File: src/rtl/tqvp_vga_pkg.sv
// Shared VGA timing constants for the 1024x768 @ 64 MHz mode.
// Used by the console and by the sync generator.
package tqvp_vga_pkg;

    localparam int H_VISIBLE = 1024;
    localparam int H_FP      = 24;
    localparam int H_SYNC    = 136;
    localparam int H_BP      = 160;
    localparam int H_TOTAL   = H_VISIBLE + H_FP + H_SYNC + H_BP;
    localparam int H_SYNC_START = H_VISIBLE + H_FP;
    localparam int H_SYNC_END   = H_SYNC_START + H_SYNC;

    localparam int V_VISIBLE = 768;
    localparam int V_FP      = 3;
    localparam int V_SYNC    = 6;
    localparam int V_BP      = 29;
    localparam int V_TOTAL   = V_VISIBLE + V_FP + V_SYNC + V_BP;
    localparam int V_SYNC_START = V_VISIBLE + V_FP;
    localparam int V_SYNC_END   = V_SYNC_START + V_SYNC;

    localparam int X_LO_W = 5;
    localparam int X_HI_W = 6;
    localparam int X_LO_N = 32;
    localparam int Y_LO_W = 6;
    localparam int Y_HI_W = 5;
    localparam int Y_LO_N = 48;

    typedef struct packed {
        logic hsync;
        logic vsync;
        logic blank;
    } sync_t;

    // Elaboration-time only: splits a constant into hi/lo fields.
    function automatic int split_hi(input int v, input int n);
        return v / n;
    endfunction

    function automatic int split_lo(input int v, input int n);
        return v % n;
    endfunction

endpackage

File: src/rtl/tqvp_split_counter.sv
// Two-field counter: lo counts 0..LO_N-1 and carries into hi;
// at (END_HI, END_LO) both fields return to zero.
module tqvp_split_counter
    import tqvp_vga_pkg::*;
#(
    parameter int LO_W   = 5,
    parameter int HI_W   = 6,
    parameter int LO_N   = 32,
    parameter int END_HI = 41,
    parameter int END_LO = 31
) (
    input  logic            clk,
    input  logic            rst_n,
    input  logic            i_en,
    output logic [LO_W-1:0] o_lo,
    output logic [HI_W-1:0] o_hi,
    output logic [LO_W-1:0] o_lo_nxt,
    output logic [HI_W-1:0] o_hi_nxt
);

    localparam logic [LO_W-1:0] LO_LAST = LO_W'(LO_N - 1);
    localparam logic [LO_W-1:0] E_LO    = LO_W'(END_LO);
    localparam logic [HI_W-1:0] E_HI    = HI_W'(END_HI);

    logic [LO_W-1:0] r_lo;
    logic [HI_W-1:0] r_hi;
    logic [LO_W-1:0] w_lo_n;
    logic [HI_W-1:0] w_hi_n;
    logic            w_end;

    assign w_end = (r_lo == E_LO) && (r_hi == E_HI);

    always_comb begin
        w_lo_n = r_lo;
        w_hi_n = r_hi;
        if (i_en) begin
            if (w_end) begin
                w_lo_n = '0;
                w_hi_n = '0;
            end else if (r_lo == LO_LAST) begin
                w_lo_n = '0;
                w_hi_n = r_hi + HI_W'(1);
            end else begin
                w_lo_n = r_lo + LO_W'(1);
            end
        end
    end

    always_ff @(posedge clk or negedge rst_n) begin
        if (!rst_n) begin
            r_lo <= '0;
            r_hi <= '0;
        end else begin
            r_lo <= w_lo_n;
            r_hi <= w_hi_n;
        end
    end

    assign o_lo     = r_lo;
    assign o_hi     = r_hi;
    assign o_lo_nxt = w_lo_n;
    assign o_hi_nxt = w_hi_n;

endmodule

File: src/rtl/tqvp_vga_sync_gen.sv
// VGA sync/blank generator with split x/y counters and a sticky
// vertical-blank interrupt; all flags registered from next-state counts.
module tqvp_vga_sync_gen
    import tqvp_vga_pkg::*;
#(
    parameter int H_VISIBLE = tqvp_vga_pkg::H_VISIBLE,
    parameter int H_FP      = tqvp_vga_pkg::H_FP,
    parameter int H_SYNC    = tqvp_vga_pkg::H_SYNC,
    parameter int H_BP      = tqvp_vga_pkg::H_BP,
    parameter int V_VISIBLE = tqvp_vga_pkg::V_VISIBLE,
    parameter int V_FP      = tqvp_vga_pkg::V_FP,
    parameter int V_SYNC    = tqvp_vga_pkg::V_SYNC,
    parameter int V_BP      = tqvp_vga_pkg::V_BP
) (
    input  logic              clk,
    input  logic              rst_n,
    input  logic              cli,
    output logic              hsync,
    output logic              vsync,
    output logic              blank,
    output logic              interrupt,
    output logic [X_LO_W-1:0] x_lo,
    output logic [X_HI_W-1:0] x_hi,
    output logic [Y_LO_W-1:0] y_lo,
    output logic [Y_HI_W-1:0] y_hi
);

    localparam int HT = H_VISIBLE + H_FP + H_SYNC + H_BP;
    localparam int VT = V_VISIBLE + V_FP + V_SYNC + V_BP;
    localparam int XW = X_HI_W + X_LO_W;
    localparam int YW = Y_HI_W + Y_LO_W;

    localparam int HSS = H_VISIBLE + H_FP;
    localparam int HSE = HSS + H_SYNC;
    localparam int VSS = V_VISIBLE + V_FP;
    localparam int VSE = VSS + V_SYNC;

    // Split-field constants; {hi,lo} orders like the value since lo < LO_N.
    localparam logic [XW-1:0] X_HV  = {X_HI_W'(split_hi(H_VISIBLE, X_LO_N)),
                                       X_LO_W'(split_lo(H_VISIBLE, X_LO_N))};
    localparam logic [XW-1:0] X_HSS = {X_HI_W'(split_hi(HSS, X_LO_N)),
                                       X_LO_W'(split_lo(HSS, X_LO_N))};
    localparam logic [XW-1:0] X_HSE = {X_HI_W'(split_hi(HSE, X_LO_N)),
                                       X_LO_W'(split_lo(HSE, X_LO_N))};
    localparam logic [XW-1:0] X_END = {X_HI_W'(split_hi(HT - 1, X_LO_N)),
                                       X_LO_W'(split_lo(HT - 1, X_LO_N))};
    localparam logic [YW-1:0] Y_VV  = {Y_HI_W'(split_hi(V_VISIBLE, Y_LO_N)),
                                       Y_LO_W'(split_lo(V_VISIBLE, Y_LO_N))};
    localparam logic [YW-1:0] Y_VSS = {Y_HI_W'(split_hi(VSS, Y_LO_N)),
                                       Y_LO_W'(split_lo(VSS, Y_LO_N))};
    localparam logic [YW-1:0] Y_VSE = {Y_HI_W'(split_hi(VSE, Y_LO_N)),
                                       Y_LO_W'(split_lo(VSE, Y_LO_N))};

    logic [X_LO_W-1:0] w_x_lo_n;
    logic [X_HI_W-1:0] w_x_hi_n;
    logic [Y_LO_W-1:0] w_y_lo_n;
    logic [Y_HI_W-1:0] w_y_hi_n;
    logic [XW-1:0]     w_xn;
    logic [YW-1:0]     w_yn;
    logic              w_x_last;
    logic              w_set;
    sync_t             w_sync_n;
    sync_t             r_sync;
    logic              r_int;

    tqvp_split_counter #(
        .LO_W   (X_LO_W),
        .HI_W   (X_HI_W),
        .LO_N   (X_LO_N),
        .END_HI (split_hi(HT - 1, X_LO_N)),
        .END_LO (split_lo(HT - 1, X_LO_N))
    ) u_x (
        .clk      (clk),
        .rst_n    (rst_n),
        .i_en     (1'b1),
        .o_lo     (x_lo),
        .o_hi     (x_hi),
        .o_lo_nxt (w_x_lo_n),
        .o_hi_nxt (w_x_hi_n)
    );

    tqvp_split_counter #(
        .LO_W   (Y_LO_W),
        .HI_W   (Y_HI_W),
        .LO_N   (Y_LO_N),
        .END_HI (split_hi(VT - 1, Y_LO_N)),
        .END_LO (split_lo(VT - 1, Y_LO_N))
    ) u_y (
        .clk      (clk),
        .rst_n    (rst_n),
        .i_en     (w_x_last),
        .o_lo     (y_lo),
        .o_hi     (y_hi),
        .o_lo_nxt (w_y_lo_n),
        .o_hi_nxt (w_y_hi_n)
    );

    assign w_xn     = {w_x_hi_n, w_x_lo_n};
    assign w_yn     = {w_y_hi_n, w_y_lo_n};
    assign w_x_last = ({x_hi, x_lo} == X_END);
    assign w_set    = w_x_last && (w_yn == Y_VV);

    always_comb begin
        w_sync_n       = '0;
        w_sync_n.hsync = !((w_xn >= X_HSS) && (w_xn < X_HSE));
        w_sync_n.vsync = !((w_yn >= Y_VSS) && (w_yn < Y_VSE));
        w_sync_n.blank = (w_xn >= X_HV) || (w_yn >= Y_VV);
    end

    always_ff @(posedge clk or negedge rst_n) begin
        if (!rst_n) begin
            r_sync <= '{hsync: 1'b1, vsync: 1'b1, blank: 1'b0};
            r_int  <= 1'b0;
        end else begin
            r_sync <= w_sync_n;
            r_int  <= w_set | (r_int & ~cli);
        end
    end

    assign hsync     = r_sync.hsync;
    assign vsync     = r_sync.vsync;
    assign blank     = r_sync.blank;
    assign interrupt = r_int;

endmodule

File: config.mk
export PLATFORM = sky130hd
export DESIGN_NAME = tqvp_vga_sync_gen
export DESIGN_NICKNAME = d
export VERILOG_FILES = /design/src/rtl/tqvp_vga_pkg.sv /design/src/rtl/tqvp_split_counter.sv /design/src/rtl/tqvp_vga_sync_gen.sv
export SDC_FILE = /design/constraint.sdc
export NUM_CORES = 1
export LEC_CHECK = 0
export CORE_ASPECT_RATIO = 1.75
export CORE_MARGIN = 2
export CORE_UTILIZATION = 45
export CTS_CLUSTER_SIZE = 24
export DETAILED_ROUTE_END_ITERATION = 16
export GPL_TIMING_DRIVEN = 0
export HOLD_SLACK_MARGIN = 0.06
export PLACE_DENSITY_LB_ADDON = 0.08
export SLEW_MARGIN = 20
export SYNTH_ARGS = -nofsm -noshare
export SYNTH_HDL_FRONTEND = slang
export SYNTH_SLANG_ARGS = --single-unit
File: constraint.sdc
create_clock -name clk -period 3.22 [get_ports clk]
set_input_delay 0.644 -clock clk [delete_from_list [all_inputs] [get_ports clk]]
set_output_delay 0.644 -clock clk [all_outputs]
set_load 0.03 [all_outputs]
* Yosys cells after proc, flatten, opt, wreduce, memory -nomap -nowiden
Cells that the tools add are included.
Widths: inputs -> output; s select.
** Word-level totals
- Register bits :: 26
- Output and inout port bits :: 26
** Operators by class
- $lt $le $gt $ge :: 6
- Bitwise operators :: 3
- Reduce and logical (&&, ||, !) cells :: 8
- $add $sub $neg :: 4
- Multiplexer cells :: 10
- Eq/ne operators :: 7
** Operators by type and width (count)
- $ge 11x11->1 const B :: 4
- $mux 6 :: 5
- $mux 5 :: 5
- $eq 11x11->1 const B :: 2
- $lt 11x11->1 const B :: 2
- $eq 6x6->1 const B :: 3
- $add 6x1->6 const B :: 2
- $add 5x1->5 const B :: 2
- $eq 5x5->1 const B :: 2
- $logic_and 1x1->1 :: 5
- $logic_not 1->1 :: 2
- $and 1x1->1 :: 1
- $logic_or 1x1->1 :: 1
- $not 1->1 :: 1
- $or 1x1->1 :: 1

* Longest topological paths before layout
- Depth after elaboration :: 7
- Mapped depth :: 10
- Depth with buffers taken out :: 9

* Cells and area by module
From an unflattened synthesis, not the netlist that was laid out.
** Unflattened totals
- Cells, all modules :: 140
- Area, all modules :: 1457.6 um2
** Modules (own cells, without submodules)
- tqvp_split_counter at u_y :: area an instance 625.6 um2, cells an instance 61, seq. area each 275.3 um2, instances 1
- tqvp_split_counter at u_x :: area an instance 578.1 um2, cells an instance 54, seq. area each 275.3 um2, instances 1
- tqvp_vga_sync_gen :: area an instance 254.0 um2, cells an instance 25, seq. area each 102.6 um2, instances 1

* Least setup slack after synthesis
No wires, ideal clock.
- Kind :: register -> register
- From :: reg u_x.r_lo[0] (netlist: u_x.o_lo[0])
- To :: reg r_sync, in the netlist vsync
- Stages on the path, launching flop included :: 8
- Period minus slack after synthesis :: 2.347 ns
- Library setup time :: 0.066 ns
- Path buffers :: 0
- Data required time :: 3.154 ns
- Slack :: 0.873 ns
- Data arrival time :: 2.281 ns
- Cell sequence :: dfrtp_1 > ha_1 > nand3_1 > or3_4 > or4_4 > o21ai_4 > mux2_1 > nand4_1
** RTL lines
- from (decl) :: line tqvp_split_counter.sv:25 : logic [LO_W-1:0] r_lo;
- from (signal assigned) :: line tqvp_split_counter.sv:54 : r_lo <= w_lo_n;
- to (signal assigned) :: line tqvp_vga_sync_gen.sv:112 : r_sync <= '{hsync: 1'b1, vsync: 1'b1, blank: 1'b0};
- to (signal assigned) :: line tqvp_vga_sync_gen.sv:115 : r_sync <= w_sync_n;
- to (decl) :: line tqvp_vga_sync_gen.sv:63 : sync_t r_sync;

* Worst setup path in the final report
- From :: reg u_y.r_lo[1] (netlist: u_y.o_lo[1])
- To :: reg r_int (netlist: interrupt)
** On the way
- Word-level cells in the longest chain between the ends :: 7
- Elaborated cells between the ends (all ways) :: 13
- Those cells by class :: 1 x add/sub; 3 x eq/ne; 6 x mux; 1 x bitwise; 2 x reduce/logical
** RTL lines
- from (decl) :: line tqvp_split_counter.sv:25
- from (signal assigned) :: line tqvp_split_counter.sv:54
- $add 6x1->6 (tied with other cells) :: line tqvp_split_counter.sv:44 : w_lo_n = r_lo + LO_W'(1);
- $mux 6 (tied with other cells) :: line tqvp_split_counter.sv:40 : end else if (r_lo == LO_LAST) begin
- $mux 6 or $mux 5 (tied branches) :: line tqvp_split_counter.sv:37 : if (w_end) begin
- $mux 6 or $mux 5 (tied branches) :: line tqvp_split_counter.sv:36 : if (i_en) begin
- $eq 11x11->1 (*) :: line tqvp_vga_sync_gen.sv:101 : assign w_set = w_x_last && (w_yn == Y_VV);
- $logic_and 1x1->1 (*) :: line tqvp_vga_sync_gen.sv:101
- $or 1x1->1 (*) :: line tqvp_vga_sync_gen.sv:116 : r_int <= w_set | (r_int & ~cli);
- to (signal assigned) :: line tqvp_vga_sync_gen.sv:116
- to (decl) :: line tqvp_vga_sync_gen.sv:64 : logic r_int;
Every way passes the cells marked *; elsewhere a longest branch is shown, timed or not.

==> run metrics <==
highest-count cells in the layout ignoring fill and taps clkdlybuf4s50_1 (27), dfrtp_1 (24), nor2_1 (14), nand2_1 (13), inv_1 (11); max-cap viol count 0; relative max-transition margin 0.432; clk buf depth 2; largest net degree at the start of global routing 27; Tmin final 2.42 ns; post_cts resized 0; global-route wire length before repair 6.13 mm; Core Area 3180 um^2; FF+latch count, synth 26; crit path kind reg2reg; Largest stage delay, worst path 0.49 ns; Critical-path top delay cell dfrtp_1; post-DP HPWL 2.78 mm; RSZ-0062 raised after global routing false; Vias/cell about 5.8; R2R setup slack 0.80 ns; dpl cells 232; reg2reg path depth 7; maximum clock rate ~410 MHz; antenna cell count 0; PortBufs 28; postcts setup bufs 0; DRT Pass-1 Iters 4; row count 27; number of fillers in the final layout 312; most common cell after layout, fill and taps aside clkdlybuf4s50_1; Syn Inst Count 161; Die Area 3870 um^2; Hold Path Class in2async; CP Max Fanout 8; YS warnings 0; CTS Buf Count 3; CP Launch Point u_y.o_lo[1]; Skew-Pair Late Insertion Delay 0.27 ns; main flop type after synthesis dfrtp_1; Yosys top cell by area dfrtp_1; setup violators final 0; number of I/O pins 29; Placer Congestion roughly 0.89; sequential fraction of the synthesis area 0.431; Die Wd 47.9 um; DP Worst Slack 0.808 ns; total grt overflow 0; Buf+Inv Stages, Crit Path 0; worst clock skew between 0.003 and 0.004 ns; cts hold-fix bufs 0; share of the synthesized area in the top cell type 0.396; status complete, no violations; detailed-route via count ~1400; final core occ 0.595; Crit path max-delay family simple AND/OR/NAND/NOR gates; CTS tree done; NumNets Final 205; drt drc 0; final wirelength approximately 3.6 mm; CTS clk-pin slew, worst paths 0.09 ns; Vert. Die Dim 80.8 um; maximum VDD drop 0.204 mV; Critical Path Sink Type flop; Final Hold Fails 0; setup_tns 0 ns; setup ws final roughly 0.8 ns; share of cells above drive strength 1 0.0829; initial antenna violation count 0; Sink Count 26; syn avg cell area 9.41 um^2; Post-synth EDFFs 0; ranking of synthesized cells by area dfrtp_1 (40%), ha_1 (6.6%), dfstp_2 (3.5%); power per cell area roughly 280 nW/um^2; root buf cell clkbuf_8; vias in the first global route ~1400; R2R Path End interrupt; worst flop-to-flop path startpoint u_y.o_lo[1]; startpoint type of the worst setup path flop; Starting DRT DRC Count between 40 and 50; crit path DAT approximately 2.6 ns; post-synth cell types 44; GRT Total Usage 0.215; max-slew violation count 0; CTS H-tree depth 1; worst slew pin tran roughly 0.85 ns; antenna-violating nets left 0; Final Non-Filler Cells between 200 and 250; Worst Path Required 3.38 ns; mapped cell area about 1500 um^2; period utilisation layout 0.750; initial core utilization 0.477; critical-path cell list ha_1 -> nand3_1 -> or2_2 -> nor3_1 -> a22oi_1 -> and4_1 -> a31o_2; Final Power 523 uW; Syn Nets approximately 170; post-synthesis async set-or-reset flop share 1.00; static leakage 0.789 nW; P&R area growth vs syn 24.7%; average wire per standard cell between 15 and 20 um
[kinds of logic (layout without fill, tap and decap cells)]
kind of cell    after synthesis  in the layout  share of synthesized area
buf+inv                      16             48                     0.0421
compound gates               35             35                      0.165
xor+xnor                      8              8                     0.0462
mux                           2              2                     0.0149
simple gates                 66             66                      0.235
fa+ha+maj                     8              8                     0.0661
flops                        26             26                      0.431
[per-layer routing]
layer	wire length, um	GRT usage
met5	0	0
met4	95	0.0730
met3	89	0.0222
met2	2080	0.397
met1	1350	0.239
[worst max path at each step]
stage,endpoint,slack (ns),cells past startpoint
floorplan,vsync,0.87,7
global placement,interrupt,0.82,7
detailed placement,interrupt,0.81,7
CTS,interrupt,0.80,7
global route,interrupt,0.61,7
finish,interrupt,0.80,7
[state kept, by name, summed over array words and instances (netlist names)]
signal and cells:
hsync 1, u_y.o_lo 6, blank 1, u_x.o_hi 6, u_y.o_hi 5, u_x.o_lo 5
vsync 1, interrupt 1
[cell type report]
| type | count | area, um^2 | area share |
|---|---|---|---|
| Tap cell | 43 | 53.8 | 0.0285 |
| Inverter | 11 | 41.3 | 0.0219 |
| Sequential cell | 26 | 653 | 0.346 |
| Timing Repair Buffer | 28 | 275 | 0.146 |
| Multi-Input combinational cell | 119 | 798 | 0.423 |
| Buffer | 5 | 22.5 | 0.0119 |
| Clock buffer | 4 | 45.0 | 0.0238 |
[stage by stage]
step                hold slack, ns  area [um^2]
floorplan                    0.348         1520
finish                       0.370         1890
global placement             0.459         1850
detailed placement           0.494         1840
global route                 0.416         1890
CTS                          0.393         1890
[Yosys cell counts (2+ instances only)]
| master | n |
|---|---|
| dfrtp_1 | 24 |
| nor2_1 | 14 |
| nand2_1 | 13 |
| inv_1 | 11 |
| ha_1 | 8 |
| nor3_1 | 8 |
| o21ai_0 | 8 |
| nand3_1 | 7 |
| clkbuf_1 | 4 |
| nand4_1 | 4 |
| xnor2_1 | 4 |
| xor2_1 | 4 |
| a211oi_1 | 3 |
| a21oi_1 | 3 |
| a31oi_1 | 3 |
| o31ai_1 | 3 |
| or2_2 | 3 |
| a21o_1 | 2 |
| a311oi_1 | 2 |
| a31o_2 | 2 |
| and3_1 | 2 |
| dfstp_2 | 2 |
| nand3b_1 | 2 |
| nand4bb_1 | 2 |
| nor2b_1 | 2 |
| o221ai_1 | 2 |
| or3_1 | 2 |
[power by group]
group,total [mW],internal [mW],switching [mW]
registers,0.326,0.326,0
logic,0.00788,0.00148,0.00640
clock network,0.189,0.0884,0.100
total,0.523,0.416,0.107
(Power assumes the default switching activity.)
==> variant 1 (same flow settings) <==
The package constant `Y_HI_W` goes from 5 to 10.
--- a/src/rtl/tqvp_vga_pkg.sv
+++ b/src/rtl/tqvp_vga_pkg.sv
@@ -22,7 +22,7 @@
     localparam int X_HI_W = 6;
     localparam int X_LO_N = 32;
     localparam int Y_LO_W = 6;
-    localparam int Y_HI_W = 5;
+    localparam int Y_HI_W = 10;
     localparam int Y_LO_N = 48;
 
     typedef struct packed {
Ports: changed (resized y_hi); port bits go from 29 to 34. No check against the original RTL was run, so the function may have changed too.
==> variant 1 against the original RTL <==
  * Power up 30%
  * Final area increased by 20%
  * Area after synthesis up 19%
  * Critical endpoint unchanged
  * Hold slack gained 29 ps
  * Sequential share of layout area down 0.22 points
  * Sequential cell count is 5 higher
  * Utilization shrank 0.89 points
  * Via count up 12%
  * Wire length grew 17%
  * Worst setup slack got worse by 140 ps
==> variant 1: results (changes against the original RTL) <==
stage,metric,value,unit,change
outcome,status,"finished, final reports clean",,
placed_design,IO Port Bufs,33,,+18%
cells_and_area,Clock Network Area Fraction,3.59,%,+1.2 points
setup_path,flop2flop setup slack,660,ps,-140 ps
route,drt total wl,4220,um,+17%
pwr,Leakage,0.955,nW,+21%
global_route,first-pass GRT wire length,7040,um,+15%
clock_tree,Num CTS Buffers,5,,+2
sta,clk_skew,4.14,ps,+0.992 ps
setup_path,critical path peak fanout,6,,-2
cells_and_area,Post-Layout Cell Count,265,,+12%
synth,Synth Register Bits,31,,+19%
route,Initial DRC Count,40,,-2.4%
setup_path,R2R depth,6,,-1
sta,Worst-Margin Slew,831,ps,-14.1 ps
synth,sequential fraction of the synthesis area,43.3,%,+0.15 points
synth,XOR/XNOR share of the synthesized area,5.35,%,+0.73 points
pwr,maximum vdd drop,284,uV,+39%
placed_design,pre-CTS WS,614,ps,-195 ps
sta,Min Hold Slack,399,ps,+28.6 ps
cells_and_area,area of the multi-input gates,947,um2,+19%
global_route,gr usage total,21.0,%,-0.58 points
cells_and_area,layout clock buffer count,7,,+3
global_route,vias in the first global route,1521,,+9.0%
cells_and_area,Signal buf overhead,15.6,%,-0.13 points
cells_and_area,filler cell count in the final layout,337,,+8.0%
placed_design,final weighted congestion of routability-driven global placement,0.780,,-12%
setup_path,WP data arrival,2770,ps,+190 ps
floorplanning,num rows,30,,+11%
synth,Post-synth top cells,"dfrtp_1, nor2_1, inv_1, nand2_1, ha_1",,
cells_and_area,Multi-In Gates,128,,+7.6%
placed_design,placed cells,257,,+11%
setup_path,worst setup path start,u_x.o_hi[2],,
synth,proportion of synthesized area in mux cells,0.626,%,-0.86 points
synth,Gate Count Post-Synth,176,,+9.3%
synth,post-synthesis compound-gate area fraction,13.7,%,-2.8 points
clock_tree,H-tree levels,2,,+1
cells_and_area,Final nets,227,,+11%
global_route,largest net degree at the start of global routing,32,,+19%
synth,Synth cell types,55,,+25%
synth,Mapped Nets,187,,+8.7%
placed_design,area of placed instances,0.00218,mm2,+18%
cells_and_area,nonclk buf count,38,,+15%
cells_and_area,Seq/total area,34.3,%,-0.22 points
cells_and_area,Non-CTS inverters,12,,+1
[variant 1: cell types whose count changed after synthesis, moves of 3 or more]
cell,change
nor4_1,+6
dfrtp_1,+5
o21ai_0,-4
a31oi_1,-3
clkbuf_1,-3
nor4_2,+3
[variant 1: metal layers]
metal	routed length [um]	up-vias	share of wire (%)	GRT usage (%)
met5	0	-	0	0
met4	83	0	2.0	8.13
met2	2460	34	58	40.6
li1	-	731	-	-
met1	1550	751	37	20.9
met3	122	6	2.9	4.61
[variant 1: final timing paths]
path | to
worst max-delay path | interrupt
worst min-delay path | u_y.o_hi[3]
worst max register to register | interrupt
worst min register to register | u_x.o_lo[0]
max in group asynchronous | blank
min in group clk | u_x.o_lo[0]
[variant 1: power breakdown]
part           leakage (nW)  internal (W)   total [W]  switching [W]
clock network        0.0422      0.000151    0.000283       0.000132
registers             0.412      0.000390    0.000390              0
logic                 0.501    0.00000158  0.00000907     0.00000749
total                 0.955      0.000543    0.000682       0.000140
==> variant 2 (same settings) <==
Made on the original files. Register the input `cli` before use. The logic sees it one clock later.
--- a/src/rtl/tqvp_vga_sync_gen.sv
+++ b/src/rtl/tqvp_vga_sync_gen.sv
@@ -50,6 +50,12 @@
                                        Y_LO_W'(split_lo(VSS, Y_LO_N))};
     localparam logic [YW-1:0] Y_VSE = {Y_HI_W'(split_hi(VSE, Y_LO_N)),
                                        Y_LO_W'(split_lo(VSE, Y_LO_N))};
+
+    logic cli_q;
+
+    always_ff @(posedge clk) begin
+        cli_q <= cli;
+    end
 
     logic [X_LO_W-1:0] w_x_lo_n;
     logic [X_HI_W-1:0] w_x_hi_n;
@@ -113,7 +119,7 @@
             r_int  <= 1'b0;
         end else begin
             r_sync <= w_sync_n;
-            r_int  <= w_set | (r_int & ~cli);
+            r_int  <= w_set | (r_int & ~cli_q);
         end
     end
 
Formal check against the unedited RTL: no difference found for any inputs over 10 cycles, from zero or initial values and one cycle with rst_n low; that may be too few to reach the edited logic, so the function may still have changed.
==> variant 2 against the original RTL <==
  * Non-clock buffer count unchanged
  * Sequential power rose by 4%
  * Power increased by 2.7%
  * Sequential cell count rose by 1
  * Final area increased by 1.2%
  * Wire length decreased by 0.17%
  * Area after synthesis is 1.3% higher
  * Worst setup slack worse by 63 ps
  * Critical endpoint unchanged
==> variant 2: results (changes against the original RTL) <==
stage,metric,value,unit,change
outcome,status,"finished, final reports clean",,
global_route,first-pass GRT wire length,6110,um,-0.34%
pwr,maximum vdd drop,222,uV,+8.7%
global_route,largest net degree at the start of global routing,27,,unchanged
global_route,gr usage total,21.5,%,-0.041 points
pwr,Leakage,0.798,nW,+1.1%
route,drt total wl,3610,um,-0.17%
synth,syn avg cell area,9.48,um2,+0.70%
setup_path,worst setup path start,u_y.o_lo[1],,
setup_path,cell family with the largest share of critical-path delay,simple AND/OR/NAND/NOR gates,,
synth,Mapped Nets,173,,+0.58%
setup_path,flop2flop setup slack,740,ps,-60 ps
route,Wirelength per Cell,15.1,um,-1.4%
pwr,Net Switching,0.000108,W,+0.97%
global_route,vias in the first global route,1393,,-0.21%
synth,"FFs w/ async S/R, synth",96.3,%,-3.7 points
cells_and_area,layout cell share with drive strength beyond 1,8.25,%,-0.043 points
placed_design,placed cells,235,,+1.3%
cells_and_area,Final nets,206,,+0.49%
synth,synth warn,0,,unchanged
route,DR vias/cell,5.65,,-1.8%
setup_path,"Slowest-stage cell, CP",dfrtp_1,,
setup_path,critical path peak fanout,8,,unchanged
cells_and_area,filler cell count in the final layout,328,,+5.1%
sta,Slew HR,45.0,%,+1.8 points
clock_tree,clock latency on the worst-skew pair,270,ps,about the same
placed_design,area of placed instances,0.00187,mm2,+1.2%
synth,sequential fraction of the synthesis area,43.8,%,+0.74 points
synth,Post-synth top cells,"dfrtp_1, nor2_1, nand2_1, inv_1",,
placed_design,final weighted congestion of routability-driven global placement,0.923,,+4.2%
pwr,P_clk,0.000190,W,
placed_design,DPL Wire Length,2820,um,+1.3%
clock_tree,H-tree levels,1,,unchanged
synth,Synth cell types,45,,+2.3%
pwr,Comb group,0.00000784,W,-0.5%
setup_path,Worst R2R Start,u_y.o_lo[1],,
route,1st-pass router iterations,4,,unchanged
synth,Area contributors post-synth,"dfrtp_1, ha_1, dfstp_2",,
sta,clk_skew,2.79,ps,-0.353 ps
route,Initial DRC Count,35,,-15%
-- variant 2: cell types whose count changed in the layout (fill, tap and decap cells not counted) --
cell,delta
dfxtp_1,+1
-- variant 2: layer usage --
metal | vias up | part of all wire (%) | track usage (%)
li1 | 649 | - | -
met3 | 9 | 3.0 | 3.33
met4 | 0 | 2.7 | 9.19
met5 | - | 0 | 0
met2 | 36 | 59 | 39.2
met1 | 657 | 35 | 22.3
-- variant 2: kinds of logic (layout without fill, tap and decap cells) --
| kind of cell | Yosys count | count (layout) | share of synthesized area (%) |
|---|---|---|---|
| multiplexers | 2 | 2 | 1.47 |
| flip-flops | 27 | 27 | 43.8 |
| AND/OR/NAND/NOR | 66 | 66 | 23.1 |
| AO/OA/AOI/OAI | 35 | 35 | 16.3 |
| XOR/XNOR | 8 | 8 | 4.56 |
| buffers and inverters | 16 | 48 | 4.16 |
| adder cells (fa/ha/maj) | 8 | 8 | 6.52 |
-- variant 2: per-stage QoR --
stage / hold slack [ps] / power [W] / setup slack [ps]
after global routing: 403 / 0.000559 / 469
after floorplan: 348 / 0.000346 / 873
after CTS: 385 / 0.000547 / 690
after detailed placement: 479 / 0.000355 / 722
final: 364 / 0.000537 / 740
after global placement: 465 / 0.000355 / 714
-- variant 2: layout make-up --
| class | instances | area [um2] | share of cell area, % |
|---|---|---|---|
| plain buffers | 5 | 22.5 | 1.18 |
| clock buffers | 4 | 45.0 | 2.36 |
| inverters | 11 | 41.3 | 2.16 |
| multi-input cells | 119 | 798 | 41.8 |
| flip-flops and latches | 27 | 673 | 35.2 |
| well taps | 45 | 56.3 | 2.95 |
| repair buffers | 28 | 275 | 14.4 |
